$ cat src/rtl/mem_bridge_pkg.sv
// Shared definitions for the MEM-stage bridge: address map, exception codes, FSM states.
package mem_bridge_pkg;

  typedef enum logic [1:0] {
    StIdle   = 2'd0,
    StAccess = 2'd1,
    StDone   = 2'd2
  } state_e;

  localparam logic [4:0] ExcNone = 5'd0;
  localparam logic [4:0] ExcAdEL = 5'd4;
  localparam logic [4:0] ExcAdES = 5'd5;

  // One-hot target vector bit positions
  localparam int unsigned NumTgt = 4;
  localparam int unsigned TgtDm  = 0;
  localparam int unsigned TgtTc0 = 1;
  localparam int unsigned TgtTc1 = 2;
  localparam int unsigned TgtIg  = 3;

  localparam logic [31:0] Tc0Base = 32'h0000_7F00;
  localparam logic [31:0] Tc0Last = 32'h0000_7F0B;
  localparam logic [31:0] Tc1Base = 32'h0000_7F10;
  localparam logic [31:0] Tc1Last = 32'h0000_7F1B;
  localparam logic [31:0] IgBase  = 32'h0000_7F20;
  localparam logic [31:0] IgLast  = 32'h0000_7F23;

  // Word offset of the read-only timer count register
  localparam logic [1:0] TcCountWord = 2'd2;

  function automatic logic in_range(logic [31:0] a, logic [31:0] lo, logic [31:0] hi);
    return (a >= lo) && (a <= hi);
  endfunction

endpackage

$ cat src/rtl/mem_addr_decode.sv
// Combinational address decoder: picks the target device and flags illegal accesses.
module mem_addr_decode
  import mem_bridge_pkg::*;
#(
  parameter int unsigned DM_WORDS = 3072
) (
  input  logic [31:0]       addr_i,
  input  logic              read_i,
  input  logic [3:0]        byte_en_i,
  output logic [NumTgt-1:0] tgt_o,
  output logic              err_o
);

  logic [31:0]       dm_limit;
  logic [NumTgt-1:0] tgt;

  assign dm_limit = 32'(DM_WORDS * 4);

  always_comb begin
    tgt   = '0;
    err_o = 1'b0;
    if (addr_i < dm_limit) begin
      tgt[TgtDm] = 1'b1;
    end else if (in_range(addr_i, Tc0Base, Tc0Last)) begin
      tgt[TgtTc0] = 1'b1;
    end else if (in_range(addr_i, Tc1Base, Tc1Last)) begin
      tgt[TgtTc1] = 1'b1;
    end else if (in_range(addr_i, IgBase, IgLast)) begin
      tgt[TgtIg] = 1'b1;
    end

    if (tgt == '0) begin
      err_o = 1'b1;
    end else if (!read_i && !tgt[TgtDm]) begin
      // Peripheral registers only accept full-word stores; timer count is read-only
      if (byte_en_i != 4'b1111) err_o = 1'b1;
      if (!tgt[TgtIg] && addr_i[3:2] == TcCountWord) err_o = 1'b1;
    end
  end

  assign tgt_o = tgt;

endmodule

$ cat src/rtl/mem_bridge.sv
// MEM-stage bridge: latches one access, strobes the decoded device until ack or timeout,
// then reports completion with a one-cycle rsp_valid pulse.
module mem_bridge
  import mem_bridge_pkg::*;
#(
  parameter int unsigned DM_WORDS    = 3072,
  parameter int unsigned ACK_TIMEOUT = 15
) (
  input  logic        clk,
  input  logic        reset,
  input  logic        req_valid,
  input  logic        req_read,
  input  logic [31:0] req_addr,
  input  logic [3:0]  req_byteEn,
  input  logic [31:0] req_wdata,
  output logic        stall,
  output logic        rsp_valid,
  output logic [31:0] rsp_rdata,
  output logic [4:0]  rsp_exc,
  output logic [31:0] dev_addr,
  output logic [31:0] dev_wdata,
  output logic [3:0]  dev_byteEn,
  output logic        dm_strobe,
  output logic        tc0_strobe,
  output logic        tc1_strobe,
  output logic        ig_strobe,
  input  logic        dev_ack,
  input  logic [31:0] dev_rdata
);

  localparam int unsigned CntW = $clog2(ACK_TIMEOUT + 1);
  localparam logic [CntW-1:0] CntLast = CntW'(ACK_TIMEOUT - 1);

  state_e            state_q, state_d;
  logic [NumTgt-1:0] tgt_q, tgt_d;
  logic              read_q, read_d;
  logic [31:0]       addr_q, addr_d;
  logic [31:0]       wdata_q, wdata_d;
  logic [3:0]        be_q, be_d;
  logic [31:0]       rdata_q, rdata_d;
  logic [4:0]        exc_q, exc_d;
  logic [CntW-1:0]   cnt_q, cnt_d;

  logic [NumTgt-1:0] dec_tgt;
  logic              dec_err;

  mem_addr_decode #(
    .DM_WORDS(DM_WORDS)
  ) u_decode (
    .addr_i   (req_addr),
    .read_i   (req_read),
    .byte_en_i(req_byteEn),
    .tgt_o    (dec_tgt),
    .err_o    (dec_err)
  );

  always_comb begin
    state_d = state_q;
    tgt_d   = tgt_q;
    read_d  = read_q;
    addr_d  = addr_q;
    wdata_d = wdata_q;
    be_d    = be_q;
    rdata_d = rdata_q;
    exc_d   = exc_q;
    cnt_d   = cnt_q;
    unique case (state_q)
      StIdle: begin
        if (req_valid) begin
          tgt_d   = dec_tgt;
          read_d  = req_read;
          addr_d  = {req_addr[31:2], 2'b00};
          wdata_d = req_wdata;
          be_d    = req_read ? 4'b0000 : req_byteEn;
          cnt_d   = '0;
          if (dec_err) begin
            state_d = StDone;
            exc_d   = req_read ? ExcAdEL : ExcAdES;
            rdata_d = '0;
          end else if (!req_read && req_byteEn == 4'b0000) begin
            state_d = StDone;
            exc_d   = ExcNone;
            rdata_d = '0;
          end else begin
            state_d = StAccess;
          end
        end
      end
      StAccess: begin
        if (dev_ack) begin
          state_d = StDone;
          exc_d   = ExcNone;
          rdata_d = read_q ? dev_rdata : '0;
        end else if (cnt_q == CntLast) begin
          state_d = StDone;
          exc_d   = read_q ? ExcAdEL : ExcAdES;
          rdata_d = '0;
        end else begin
          cnt_d = cnt_q + 1'b1;
        end
      end
      StDone:  state_d = StIdle;
      default: state_d = StIdle;
    endcase
  end

  always_ff @(posedge clk) begin
    if (reset) begin
      state_q <= StIdle;
      tgt_q   <= '0;
      read_q  <= 1'b0;
      addr_q  <= '0;
      wdata_q <= '0;
      be_q    <= '0;
      rdata_q <= '0;
      exc_q   <= ExcNone;
      cnt_q   <= '0;
    end else begin
      state_q <= state_d;
      tgt_q   <= tgt_d;
      read_q  <= read_d;
      addr_q  <= addr_d;
      wdata_q <= wdata_d;
      be_q    <= be_d;
      rdata_q <= rdata_d;
      exc_q   <= exc_d;
      cnt_q   <= cnt_d;
    end
  end

  assign stall      = (state_q == StIdle && req_valid) || (state_q == StAccess);
  assign rsp_valid  = (state_q == StDone);
  assign rsp_rdata  = rdata_q;
  assign rsp_exc    = exc_q;
  assign dev_addr   = addr_q;
  assign dev_wdata  = wdata_q;
  assign dev_byteEn = be_q;
  assign dm_strobe  = (state_q == StAccess) && tgt_q[TgtDm];
  assign tc0_strobe = (state_q == StAccess) && tgt_q[TgtTc0];
  assign tc1_strobe = (state_q == StAccess) && tgt_q[TgtTc1];
  assign ig_strobe  = (state_q == StAccess) && tgt_q[TgtIg];

endmodule

$ cat config.mk
export PLATFORM = sky130hd
export DESIGN_NAME = mem_bridge
export DESIGN_NICKNAME = d
export VERILOG_FILES = /design/src/rtl/mem_bridge_pkg.sv /design/src/rtl/mem_addr_decode.sv /design/src/rtl/mem_bridge.sv
export SDC_FILE = /design/constraint.sdc
export NUM_CORES = 1
export LEC_CHECK = 0
export BUFFER_PORTS_ARGS = -buffer_cell sky130_fd_sc_hd__clkbuf_2
export CORE_AREA = 2 2 69 137
export CTS_CLUSTER_SIZE = 28
export DETAILED_ROUTE_END_ITERATION = 10
export DIE_AREA = 0 0 71 139
export PLACE_DENSITY = 0.82
export SLEW_MARGIN = 10
export SYNTH_ARGS = -nofsm -noshare
export SYNTH_HDL_FRONTEND = slang
export SYNTH_HIERARCHICAL = 1
export SYNTH_SLANG_ARGS = --single-unit
$ cat constraint.sdc
create_clock -name clk -period 5.88 [get_ports clk]
set_input_delay 1.176 -clock clk [delete_from_list [all_inputs] [get_ports clk]]
set_output_delay 1.176 -clock clk [all_outputs]
set_load 0.05 [all_outputs]
# [After elaboration in Yosys (flattened, before gate mapping)]
# Cells that the tools add are included.
# Widths: inputs -> output; s select.
[op_classes] addsub=1 order_cmp=7 eq_ne=10 muxes=37 n_reduce_logical=23
[ops] operator="$mux 32" n=6
[ops] operator="$ge 32x15->1 const B" n=3
[ops] operator="$le 32x15->1 const B" n=3
[ops] operator="$pmux 32 s2" n=1
[ops] operator="$lt 32x14->1 const B" n=1
[ops] operator="$mux 5" n=5
[ops] operator="$mux 4" n=4
[ops] operator="$mux 2" n=6
[ops] operator="$logic_and 1x1->1" n=11
[ops] operator="$mux 1" n=11
[ops] operator="$pmux 5 s2" n=1
[ops] operator="$logic_not 4->1" n=2
[ops] operator="$pmux 4 s2" n=1
[ops] operator="$reduce_and 4->1" n=2
[ops] operator="$ne 2x2->1 const B" n=3
[ops] operator="$ne 3x3->1 const B" n=2
[ops] operator="$add 4x1->4 const B" n=1
[ops] operator="$eq 2x2->1 const B" n=2
[ops] operator="$eq 4x4->1 const B" n=1
[ops] operator="$ne 4x4->1 const B" n=1
[ops] operator="$pmux 2 s2" n=1
[ops] operator="$reduce_and 2->1" n=2
[ops] operator="$logic_not 1->1" n=3
[ops] operator="$mux 3" n=1
[ops] operator="other kinds (4)" n=4
[word_totals] ff_bits=114 inputBits=105 output_inout_bits=111 word_cells=87

# [Logic depth before layout (Yosys ltp)]
# Gate-level depths: netlist of run 1.
[logic_depth] ltp_word=14 depth_mapped=7

# [Hierarchy]
# Netlist of run 1, hierarchy kept.
[by_module_without_submodules] module="mem_bridge" n_inst=1 cells_per_inst=454 area_each_um2=3986.3 seq_area_each_um2=2222.1
[by_module_without_submodules] module="mem_addr_decode" n_inst=1 cells_per_inst=26 area_each_um2=171.4 seq_area_each_um2=0.0

# [Least setup slack after synthesis of run 1]
# Ideal clock, no wire load.
[synth_timing] kind="input to output" startpoint="in req_valid" endpoint="out stall" arrival_ns=2.157 required_ns=4.704 slack_ns=2.547 cell_stages=5 n_path_buf=2 path_cell_list="inv_1 > or3_1 > buf_2 > buf_2 > nand2_1"
[synth_between] elab_chain_len=2
[synth_lines] element="from (decl)" line="mem_bridge.sv:11" source="input logic req_valid,"
[synth_lines] element="$logic_and 1x1->1" line="mem_bridge.sv:131" source="assign stall = (state_q == StIdle && req_valid) || (state_q == StAccess);"
[synth_lines] element="$logic_or 1x1->1" line="mem_bridge.sv:131"
[synth_lines] element="to (decl)" line="mem_bridge.sv:16" source="output logic stall,"
# Every way passes these cells.

# [Worst setup path in the final report of run 1]
[layout_timing] startpoint="in req_addr[22]" endpoint="reg rdata_q[8], in the netlist rsp_rdata[8]"
[layout_between] elab_chain_len=14 word_cells_on_any_way=30 classes_between="7 x order compare; 1 x eq/ne; 13 x mux; 9 x reduce/logical"
[layout_lines] element="from (decl)" line="mem_bridge.sv:13" source="input logic [31:0] req_addr,"
[layout_lines] element="$ge 32x15->1 / $le 32x15->1 (equally long branches)" line="mem_bridge_pkg.sv:32" source="return (a >= lo) && (a <= hi);"
[layout_lines] element="$logic_and 1x1->1" line="mem_bridge_pkg.sv:32"
[layout_lines] element="$mux 1" line="mem_addr_decode.sv:28" source="end else if (in_range(addr_i, IgBase, IgLast)) begin"
[layout_lines] element="$mux 1" line="mem_addr_decode.sv:26" source="end else if (in_range(addr_i, Tc1Base, Tc1Last)) begin"
[layout_lines] element="$mux 2" line="mem_addr_decode.sv:24" source="end else if (in_range(addr_i, Tc0Base, Tc0Last)) begin"
[layout_lines] element="$mux 3" line="mem_addr_decode.sv:22" source="if (addr_i < dm_limit) begin"
[layout_lines] element="$logic_not 1->1" line="mem_addr_decode.sv:37" source="if (!tgt[TgtIg] && addr_i[3:2] == TcCountWord) err_o = 1'b1;"
[layout_lines] element="$logic_and 1x1->1" line="mem_addr_decode.sv:37"
[layout_lines] element="$mux 1" line="mem_addr_decode.sv:37"
[layout_lines] element="$mux 1" line="mem_addr_decode.sv:34" source="end else if (!read_i && !tgt[TgtDm]) begin"
[layout_lines] element="$mux 1 (*)" line="mem_addr_decode.sv:32" source="if (tgt == '0) begin"
[layout_lines] element="named net dec_err" line="mem_bridge.sv:45" source="logic dec_err;"
[layout_lines] element="$mux 32" line="mem_bridge.sv:76" source="if (dec_err) begin"
[layout_lines] element="$mux 32" line="mem_bridge.sv:69" source="if (req_valid) begin"
[layout_lines] element="$pmux 32 s2" line="mem_bridge.sv:67" source="unique case (state_q)"
[layout_lines] element="to (signal assigned)" line="mem_bridge.sv:125" source="rdata_q <= rdata_d;"
[layout_lines] element="to (decl)" line="mem_bridge.sv:40" source="logic [31:0] rdata_q, rdata_d;"
# The timed path passes the listed nets; every way through them passes the cells marked *. The select of a mux whose other input is x is not followed.
# A chain may end at the register's enable or synchronous reset.

==> results of run 1 <==
==> synthesized netlist by cell type (all sizes together) <==
cell	n	share of area
a22o	32	0.067
o311a	1	0.0024
a211oi	4	0.0084
a32oi	1	0.0021
o41a	1	0.0027
dfxtp	111	0.53
nor4b	1	0.0021
nor2	7	0.0063
o21ai	2	0.0024
nand3b	4	0.0072
or4b	1	0.0024
a41oi	1	0.0021
or3	6	0.0090
o21a	1	0.0018
a2111oi	1	0.0021
clkbuf	15	0.014
nor3	4	0.0048
buf	23	0.037
nand4	1	0.0015
nand2b	3	0.0045
or4	2	0.0036
nand3	3	0.0036
conb	1	0.00090
nor4	6	0.0090
o22ai	1	0.0030
nor2b	2	0.0030
a21o	2	0.0036
nor3b	2	0.0060
inv	7	0.0063
ha	2	0.0060
or2	1	0.0015
a31oi	1	0.0015
a31o	1	0.0021
a21oi	76	0.091
a221oi	2	0.0042
or3b	1	0.0021
and2	4	0.0060
nand2	146	0.13
==> final cells by class <==
| class | count | area [µm²] | area share |
|---|---|---|---|
| multi-input cells | 328 | 1728 | 0.3139 |
| well taps | 102 | 127.6 | 0.02318 |
| repair buffers | 212 | 1071 | 0.1945 |
| flip-flops and latches | 111 | 2222 | 0.4036 |
| clock buffers | 10 | 239.0 | 0.04341 |
| clock inverters | 6 | 91.34 | 0.01659 |
| inverters | 7 | 26.28 | 0.004773 |
==> sequential cells by signal, indices dropped and copies added, names as in the netlist, 2 cells and up <==
register,count
dev_wdata,32
dev_addr,30
state_q,2
rsp_rdata,32
rsp_exc,2
cnt_q,4
dev_byteEn,4
tgt_q,4
==> worst paths after layout <==
path,end,from,slack [ns]
setup / recovery,rsp_rdata[8]$_SDFFE_PP0P_,req_addr[22],2.26
hold / removal,tgt_q[1]$_SDFFE_PP0P_,tgt_q[1]$_SDFFE_PP0P_,0.45
setup reg to reg,rsp_rdata[8]$_SDFFE_PP0P_,state_q[0]$_SDFFE_PP0P_,3.84
hold reg to reg,tgt_q[1]$_SDFFE_PP0P_,tgt_q[1]$_SDFFE_PP0P_,0.45
==> power by group <==
| group | switching [mW] | internal (mW) |
|---|---|---|
| combinational | 0.190 | 0.0684 |
| clock | 0.272 | 0.387 |
| sequential | 0.0151 | 0.779 |
| total | 0.477 | 1.24 |
==> logic make-up after synthesis <==
kind of cell | count (synthesis) | share of synthesized area
compound gates | 127 | 0.1974
fa+ha+maj | 2 | 0.006018
buf+inv | 45 | 0.05658
flops | 111 | 0.5345
other cells | 1 | 0.0009019
simple gates | 194 | 0.2046
==> per-stage QoR <==
stage / hold WS [ns] / cells
2_1_floorplan: 0.4317 / 484
5_1_grt: 0.4715 / 776
3_5_place_dp: 0.4446 / 760
4_1_cts: 0.4545 / 776
3_3_place_gp: 0.4411 / 760
6_report: 0.4534 / 776
==> worst register-to-register path, cell delays in order (launching register included) <==
cell and delay [ns]:
dfxtp_1 0.61, inv_1 0.12, a32oi_1 0.36, a31o_2 0.64
a22o_1 0.25
==> layout by cell type, fill, tap and decap left out, drive strengths merged, types with 3 or more instances in the layout <==
cell      n
or3       6
conb      5
and2      4
nand3     3
dfxtp   111
clkbuf  218
a21oi    76
inv       8
nor3      4
nand3b    4
buf       4
nor4      6
a22o     32
a211oi    4
nand2b    3
clkinv    3
nand2   146
nor2      7
==> per-layer routing <==
metal  vias to the layer above  share of wire  track usage
li1                       2011              -            -
met5                         -              0            0
met2                       153           0.52       0.3876
met3                        34          0.057      0.04215
met4                         0          0.035       0.1102
met1                      1846           0.38       0.2348
==> metrics, run 1 <==
final setup TNS 0 ns; GPL Wtd Cong 0.8447; DP Wirelength 8.058 mm; total grt overflow 0; Min-Delay Path Depth 2; delay-heaviest family, CP simple AND/OR/NAND/NOR gates; largest vdd supply drop 0.0002409 V; CTS tree built; post-route ant nets 0; Post-CTS Hold Buffers 0; Util after Layout 0.6193; share of cells above drive strength 1 0.3516; CP max-delay cell or4_1; crit path buf inv count 1; R2R cell count 4; critical path's largest stage delay 0.67 ns; CTS clk-pin slew, worst paths 0.07 ns; number of CTS-inserted buffers 9; fillers 785; max-slew violations 0; headroom to the max-slew limit 0.5031; Startpoint Class input pin; register area share after synthesis 0.5345; fin worst setup slack 2.256 ns; residual DRC count 0; post-CTS setup buffers 0; CP Capture Type register; CTS root buffer clkbuf_16; CTS H-Tree Depth 3; post-CTS sizing 0; Placement Cell Area 5175 µm²; Netlist cell types 41; CP Depth 7; I/O pins 216; RSZ-0062 raised after global routing false; nets 776; first-pass GRT wire length 17.39 mm; CP required 6.16 ns; fin crit share 0.6164; crit path kind in2reg; Initial Utilization 0.4677; worst skew pair latency 0.34 ns; Vias 4,044; Power, Total 1.712 mW; first-pass detailed-route iteration total 4; Layout Skew 0.008886 ns; Die ar. 9869 µm²; Hold Path Class reg2reg; WL/cell 14.25 µm; worst-margin pin slew 0.7453 ns; P per Cell Area 311.0 nW/µm²; largest net degree at the start of global routing 74; layout overhead on the synthesized area 32.41%; aggregate routed wire length 11.06 mm; worst-path cell chain clkbuf_2 -> nor4_1 -> nand4_1 -> or4_1 -> a32oi_1 -> a31o_2 -> a22o_1; Mapped Cells 480; register bit count reported by yosys 111; vias in the first global route 3,852; Pleak 2.552 nW; Row Count 49; DP Worst Slack 1.921 ns; Ant. Diodes 0; CTS Sinks 111; fmax 275.9 MHz; # setup viols final 0; critical path fanouts, max 32; final hold violation count 0; status completed; port bufs 208; DR iter-0 viols 302; Final Critical Period 3.624 ns; initial antenna violation count 0; Via density 5.211; Max-Cap Viols 0; core area 8890 µm²; Synth Warn # 6; Syn Std Cell Area 4158 µm²; All-Layer GR Usage 0.2164; chip width 71 µm; mean post-synth cell area 8.662 µm²; clock buffer depth 2; DIE HEIGHT 139 µm; Final Instance Area 5505 µm²; crit path DAT 3.90 ns
(Power assumes the default switching activity.)
==> run 2: changes to the inputs <==
--- a/config.mk
+++ b/config.mk
@@ -6,11 +6,11 @@
 export NUM_CORES = 1
 export LEC_CHECK = 0
 export BUFFER_PORTS_ARGS = -buffer_cell sky130_fd_sc_hd__clkbuf_2
-export CORE_AREA = 2 2 69 137
+export CORE_AREA = 2 2 71 141
 export CTS_CLUSTER_SIZE = 28
 export DETAILED_ROUTE_END_ITERATION = 10
-export DIE_AREA = 0 0 71 139
-export PLACE_DENSITY = 0.82
+export DIE_AREA = 0 0 73 143
+export PLACE_DENSITY = 0.78
 export SLEW_MARGIN = 10
 export SYNTH_ARGS = -nofsm -noshare
 export SYNTH_HDL_FRONTEND = slang
==> constraint.sdc (replaced) <==
create_clock -name clk -period 3.8 [get_ports clk]
set_input_delay 0.76 -clock clk [delete_from_list [all_inputs] [get_ports clk]]
set_output_delay 0.76 -clock clk [all_outputs]
set_load 0.05 [all_outputs]
==> run 2 against run 1 <==
Effect of this change:
- worst setup slack lost 1.4 ns
- critical endpoint is now rsp_rdata[17]$_SDFFE_PP0P_
- clock power is 36% higher
- wire length rose by 1.9%
- via count increased by 0.99%
- sequential power grew 55%
- non-clock buffer count rose by 2
- first-iteration DRC count down 27%
- worst hold slack got worse by 0.00075 ns
- total power up 48%
==> metrics, run 2 (synthesis gave the netlist of run 1 again) <==
layout overhead on the synthesized area 31.63%; DR iter-0 viols 219; nets 778; Worst R2R End rsp_rdata[17]$_SDFFE_PP0P_; largest vdd supply drop 0.0002867 V; residual DRC count 0; CP max-delay cell or4_1; Clock power frac 0.355; worst-path cell chain clkbuf_2 -> nor4_1 -> nand4_1 -> or4_1 -> a32oi_1 -> a31o_2 -> buf_4 -> a22o_1; Layout Skew 0.006160 ns; vias in the first global route 3,966; Startpoint Class input pin; status completed; hold_sp tgt_q[3]$_SDFFE_PP0P_; Internal 1.820 mW; R2R cell count 7; max-slew violations 0; Post-CTS Hold Buffers 0; GPL Wtd Cong 0.8300; delay-heaviest family, CP simple AND/OR/NAND/NOR gates; commonest non-fill, non-tap cell in the layout clkbuf_2; Switching Fraction 0.2802; Ant. Diodes 0; initial antenna violation count 0; CTS root buffer clkbuf_16; CTS clk-pin slew, worst paths 0.07 ns; Vias 4,084; crit path kind in2reg; All-Layer GR Usage 0.2102; most frequent cells in the layout 208 x clkbuf_2, 146 x nand2_1, 111 x dfxtp_1; Comb pwr share 0.159; post-CTS sizing 0; crit path DAT 3.24 ns; worst-margin pin slew 0.7239 ns; aggregate routed wire length 11.27 mm; Die ar. 10,440 µm²; post-route ant nets 0; Final Critical Period 2.965 ns; number of CTS-inserted buffers 9; CP required 4.07 ns; Sequential Power Share 0.486; final hold violation count 0; P per Cell Area 462.0 nW/µm²; CTS tree built; DIE HEIGHT 143 µm; core area 9321 µm²; # setup viols final 0; Via density 5.243; headroom to the max-slew limit 0.5174; total grt overflow 0; chip width 73 µm; Crit Reg-Reg Startpoint cnt_q[0]$_SDFFE_PP0P_; largest net degree at the start of global routing 72; fin crit share 0.7804; Pleak 2.534 nW; CP Capture Type register; final setup TNS 0 ns; RSZ-0062 raised after global routing false; worst skew pair latency 0.33 ns; Hold Path Class reg2reg; CTS H-Tree Depth 3; I/O pins 216; post-CTS setup buffers 0; reg2reg setup slack 1.93 ns; Initial Utilization 0.4460; Hold EP tgt_q[3]$_SDFFE_PP0P_; critical path fanouts, max 32; share of cells above drive strength 1 0.3496; CP Depth 8; port bufs 208; fmax 337.2 MHz; DP Wirelength 8.399 mm; critical path's largest stage delay 0.67 ns; CTS Sinks 111; first-pass GRT wire length 17.59 mm; Max-Cap Viols 0; Row Count 50; crit path buf inv count 2; Min-Delay Path Depth 2; clock buffer depth 2; first-pass detailed-route iteration total 6; Power, Total 2.528 mW; WL/cell 14.47 µm; Psw 0.7086 mW
## run 2: how the worst max path moves through the flow
stage	from	end	slack (ns)
4_1_cts	req_addr[22]	rsp_rdata[17]$_SDFFE_PP0P_	0.84
6_report	req_addr[22]	rsp_rdata[17]$_SDFFE_PP0P_	0.83
3_5_place_dp	req_addr[22]	rsp_rdata[17]$_SDFFE_PP0P_	0.50
3_3_place_gp	req_addr[22]	rsp_rdata[8]$_SDFFE_PP0P_	0.56
2_1_floorplan	req_addr[6]	rsp_rdata[0]$_SDFFE_PP0P_	1.06
5_1_grt	req_addr[22]	rsp_rdata[3]$_SDFFE_PP0P_	0.73
## run 2: worst reg2reg max path, stage by stage, from the launching register on
cell      delay [ns]
dfxtp_1         0.39
inv_1           0.07
ha_1            0.22
a31oi_1         0.26
nand2b_1        0.21
a31o_2          0.17
buf_4           0.30
a22o_1          0.20
## run 2: stage by stage
stage	std cells	util	instance area (µm²)	hold WS, ns	worst slack (ns)
global route	779	0.5871	5473	0.4742	0.7305
floorplan	484	-	4173	0.4317	1.059
finish	779	0.5871	5473	0.4526	0.8346
CTS	779	0.5871	5473	0.4551	0.8405
detailed placement	764	0.5570	5192	0.4456	0.4961
global placement	764	0.5570	5192	0.4379	0.5644
## run 2: area by class of cell
class                   count  area [µm²]
clock buffers              11       232.7
clock inverters             4       47.55
fillers                   858        3849
inverters                   7       26.28
multi-input cells         328        1728
flip-flops and latches    111        2222
well taps                 104       130.1
repair buffers            214        1086
## run 2: power by group through the flow
stage          Combinational [mW]  Clock [mW]  Sequential, mW
2_1_floorplan               0.137           0            1.40
3_3_place_gp                0.395           0            1.25
3_5_place_dp                0.404           0            1.26
4_1_cts                     0.404       0.927            1.23
5_1_grt                     0.432       0.973            1.23
6_report                    0.401       0.897            1.23
## run 2: layer usage
metal  share of wire  GRT usage
met1            0.37     0.2261
met2            0.53     0.3727
met3           0.060    0.04658
met4           0.035     0.1062
met5               0          0
==> run 3: changes to the inputs <==
--- a/config.mk
+++ b/config.mk
@@ -5,12 +5,13 @@
 export SDC_FILE = /design/constraint.sdc
 export NUM_CORES = 1
 export LEC_CHECK = 0
+export ABC_AREA = 1
 export BUFFER_PORTS_ARGS = -buffer_cell sky130_fd_sc_hd__clkbuf_2
-export CORE_AREA = 2 2 71 141
+export CORE_AREA = 2 2 79 157
 export CTS_CLUSTER_SIZE = 28
 export DETAILED_ROUTE_END_ITERATION = 10
-export DIE_AREA = 0 0 73 143
-export PLACE_DENSITY = 0.78
+export DIE_AREA = 0 0 81 159
+export PLACE_DENSITY = 0.74
 export SLEW_MARGIN = 10
 export SYNTH_ARGS = -nofsm -noshare
 export SYNTH_HDL_FRONTEND = slang
==> constraint.sdc (replaced) <==
create_clock -name clk -period 2.7 [get_ports clk]
set_input_delay 0.54 -clock clk [delete_from_list [all_inputs] [get_ports clk]]
set_output_delay 0.54 -clock clk [all_outputs]
set_load 0.05 [all_outputs]
==> run 3 against run 2 <==
Effect of this change:
- clock skew is 0.0031 ns higher
- final cell count rose by 31%
- register-to-register slack worse by 1.2 ns
- global-route usage rose by 0.060 points
- sequential share of layout area down 5.3 points
- sequential power grew 47%
- highest routed layer unchanged
- critical endpoint is now rsp_rdata[16]$_SDFFE_PP0P_
- combinational power increased by 130%
- synthesized cell count is 43% higher
- utilization is 4.7 points lower
- critical path type unchanged
- count of clock-buffer cells in the layout unchanged
==> metrics, run 3 <==
vias in the first global route 4,514; number of CTS-inserted buffers 9; Syn Std Cell Area 4926 µm²; critical path fanouts, max 34; Hold Path Class in2reg; first-pass detailed-route iteration total 4; Via density 4.766; fillers 1,242; Worst setup startpoint req_addr[31]; fin crit share 0.8158; headroom to the max-slew limit 0.4857; Layout Skew 0.009309 ns; reg2reg setup slack 0.76 ns; M1 GR Usage 0.2343; DIE HEIGHT 159 µm; status completed; GPL Wtd Cong 0.8317; aggregate routed wire length 13.62 mm; worst skew pair latency 0.34 ns; Worst R2R End rsp_rdata[16]$_SDFFE_PP0P_; share of cells above drive strength 1 0.3303; Max-Cap Viols 0; most frequent cells in the layout 210 x clkbuf_2, 194 x nor2_1, 111 x dfxtp_1; CTS clk-pin slew, worst paths 0.08 ns; final setup TNS 0 ns; Synth Warn # 6; post-CTS setup buffers 0; DP Worst Slack 0.1302 ns; met3 GRT Util 0.04025; Mapped Cells 688; worst-margin pin slew 0.7696 ns; Row Count 56; largest cells by area after synthesis dfxtp_1 45%, nor2_1 15%, nand3_1 7.6%; commonest non-fill, non-tap cell in the layout clkbuf_2; GRT busiest layer met2; R2R cell count 7; Die ar. 12,880 µm²; initial antenna violation count 0; register bit count reported by yosys 111; CP max-delay cell nor2_8; post-route ant nets 0; clock buffer depth 2; CTS H-Tree Depth 3; placed insts 1,007; CP required 2.97 ns; DP Wirelength 10.05 mm; worst-path cell chain clkbuf_2 -> nor2_1 -> nand2_1 -> nor2_4 -> nand3_2 -> clkinv_1 -> nand2_2 -> nand3_2 -> nand2_1 -> nand2_1 -> nor3_1 -> nand2_2 -> inv_2 -> nor2_8 -> nor2_1 -> nor2_1; WL/cell 13.32 µm; Startpoint Class input pin; Pleak 3.132 nW; Vias 4,876; critical path's largest stage delay 0.53 ns; crit path buf inv count 3; Placement Cell Area 5979 µm²; DR iter-0 viols 146; post-route insts no fill 1,023; register area share after synthesis 0.4511; Netlist cell types 29; post-CTS sizing 0; delay-heaviest family, CP simple AND/OR/NAND/NOR gates; largest net degree at the start of global routing 46; Commonest cells post-synth 194 x nor2_1, 111 x dfxtp_1, 78 x nand2_1; Initial Utilization 0.4235; FF+latch area 2222 µm²; count leader, synth nor2_1; residual DRC count 0; layout overhead on the synthesized area 27.64%; Final Critical Period 2.203 ns; Async SR Flop Fraction 0; CTS tree built; port bufs 210; Crit Reg-Reg Startpoint state_q[0]$_SDFFE_PP0P_; All-Layer GR Usage 0.2108; CTS root buffer clkbuf_16; dominant synthesized flop cell dfxtp_1; CP Capture Type register; Final Instance Area 6287 µm²; mean post-synth cell area 7.160 µm²; multi-input logic area 2320 µm²; Post-CTS Hold Buffers 0; nets 980; RSZ-0062 raised after global routing false; P per Cell Area 654.0 nW/µm²; fmax 454.0 MHz; Post-synth EDFFs 0; chip width 81 µm; Min-Delay Path Depth 3; first-pass GRT wire length 21.58 mm; hold_sp req_wdata[27]; CTS Sinks 111; # setup viols final 0; crit path DAT 2.47 ns; total grt overflow 0; I/O pins 216; final hold violation count 0; core area 11,630 µm²; met2 GRT Util 0.3768; fin worst setup slack 0.4972 ns; Hold EP dev_wdata[27]$_SDFFE_PP0P_; dominant cell type by area after synthesis dfxtp_1; Ant. Diodes 0; top-area cell type share of the netlist area 0.4511; crit path kind in2reg; max-slew violations 0; largest vdd supply drop 0.0004389 V
[run 3: how the worst max path moves through the flow]
stage	cells after the start	end	slack, ns
after floorplan	15	rsp_rdata[25]$_SDFFE_PP0P_	0.61
after global placement	16	rsp_rdata[14]$_SDFFE_PP0P_	0.20
after detailed placement	16	rsp_rdata[15]$_SDFFE_PP0P_	0.13
after CTS	4	stall	0.47
after global routing	16	rsp_rdata[14]$_SDFFE_PP0P_	0.23
final	16	rsp_rdata[16]$_SDFFE_PP0P_	0.50
[run 3: area by class of cell]
cell class | count | share of cell area
well taps | 145 | 0.02886
multi-input cells | 500 | 0.3690
clock buffers | 11 | 0.03861
flip-flops and latches | 111 | 0.3534
clock inverters | 5 | 0.01035
inverters | 34 | 0.02030
repair buffers | 217 | 0.1795
[run 3: through the flow]
stage          utilization  total power [mW]  hold slack, ns
2_1_floorplan            -             2.552          0.4295
3_3_place_gp        0.5141             2.784          0.4388
3_5_place_dp        0.5141             2.797          0.4449
4_1_cts             0.5406             4.168          0.4368
5_1_grt             0.5406             4.307          0.4403
6_report            0.5406             4.112          0.4482
[run 3: cells by family (layout without fill, tap and decap cells)]
family                     count (synthesis)  count (layout)  share of synthesized area
AOI/OAI and AO/OA                         83              83                    0.08535
buffers and inverters                     81             267                    0.08103
DFF                                      111             111                     0.4511
xor gates and xnor gates                   1               1                   0.001778
adders and majority gates                  2               2                   0.005079
and+or+nand+nor                          409             409                     0.3749
other                                      1               5                  0.0007613
[run 3: worst register-to-register path, delay by kind of cell (launching register included)]
kind             cells  cell delay, ns
flip-flops           1            0.39
AND/OR/NAND/NOR      7            1.49
[run 3: power breakdown]
part / switching (mW) / internal (mW)
sequential: 0.0619 / 1.75
combinational: 0.699 / 0.240
clock: 0.604 / 0.756
[run 3: metal layers]
layer,vias up,wire (µm),share of wire
met3,25,679,0.050
met2,138,7291,0.54
met5,-,0,0
met4,0,442,0.032
li1,2543,-,-
met1,2170,5210,0.38
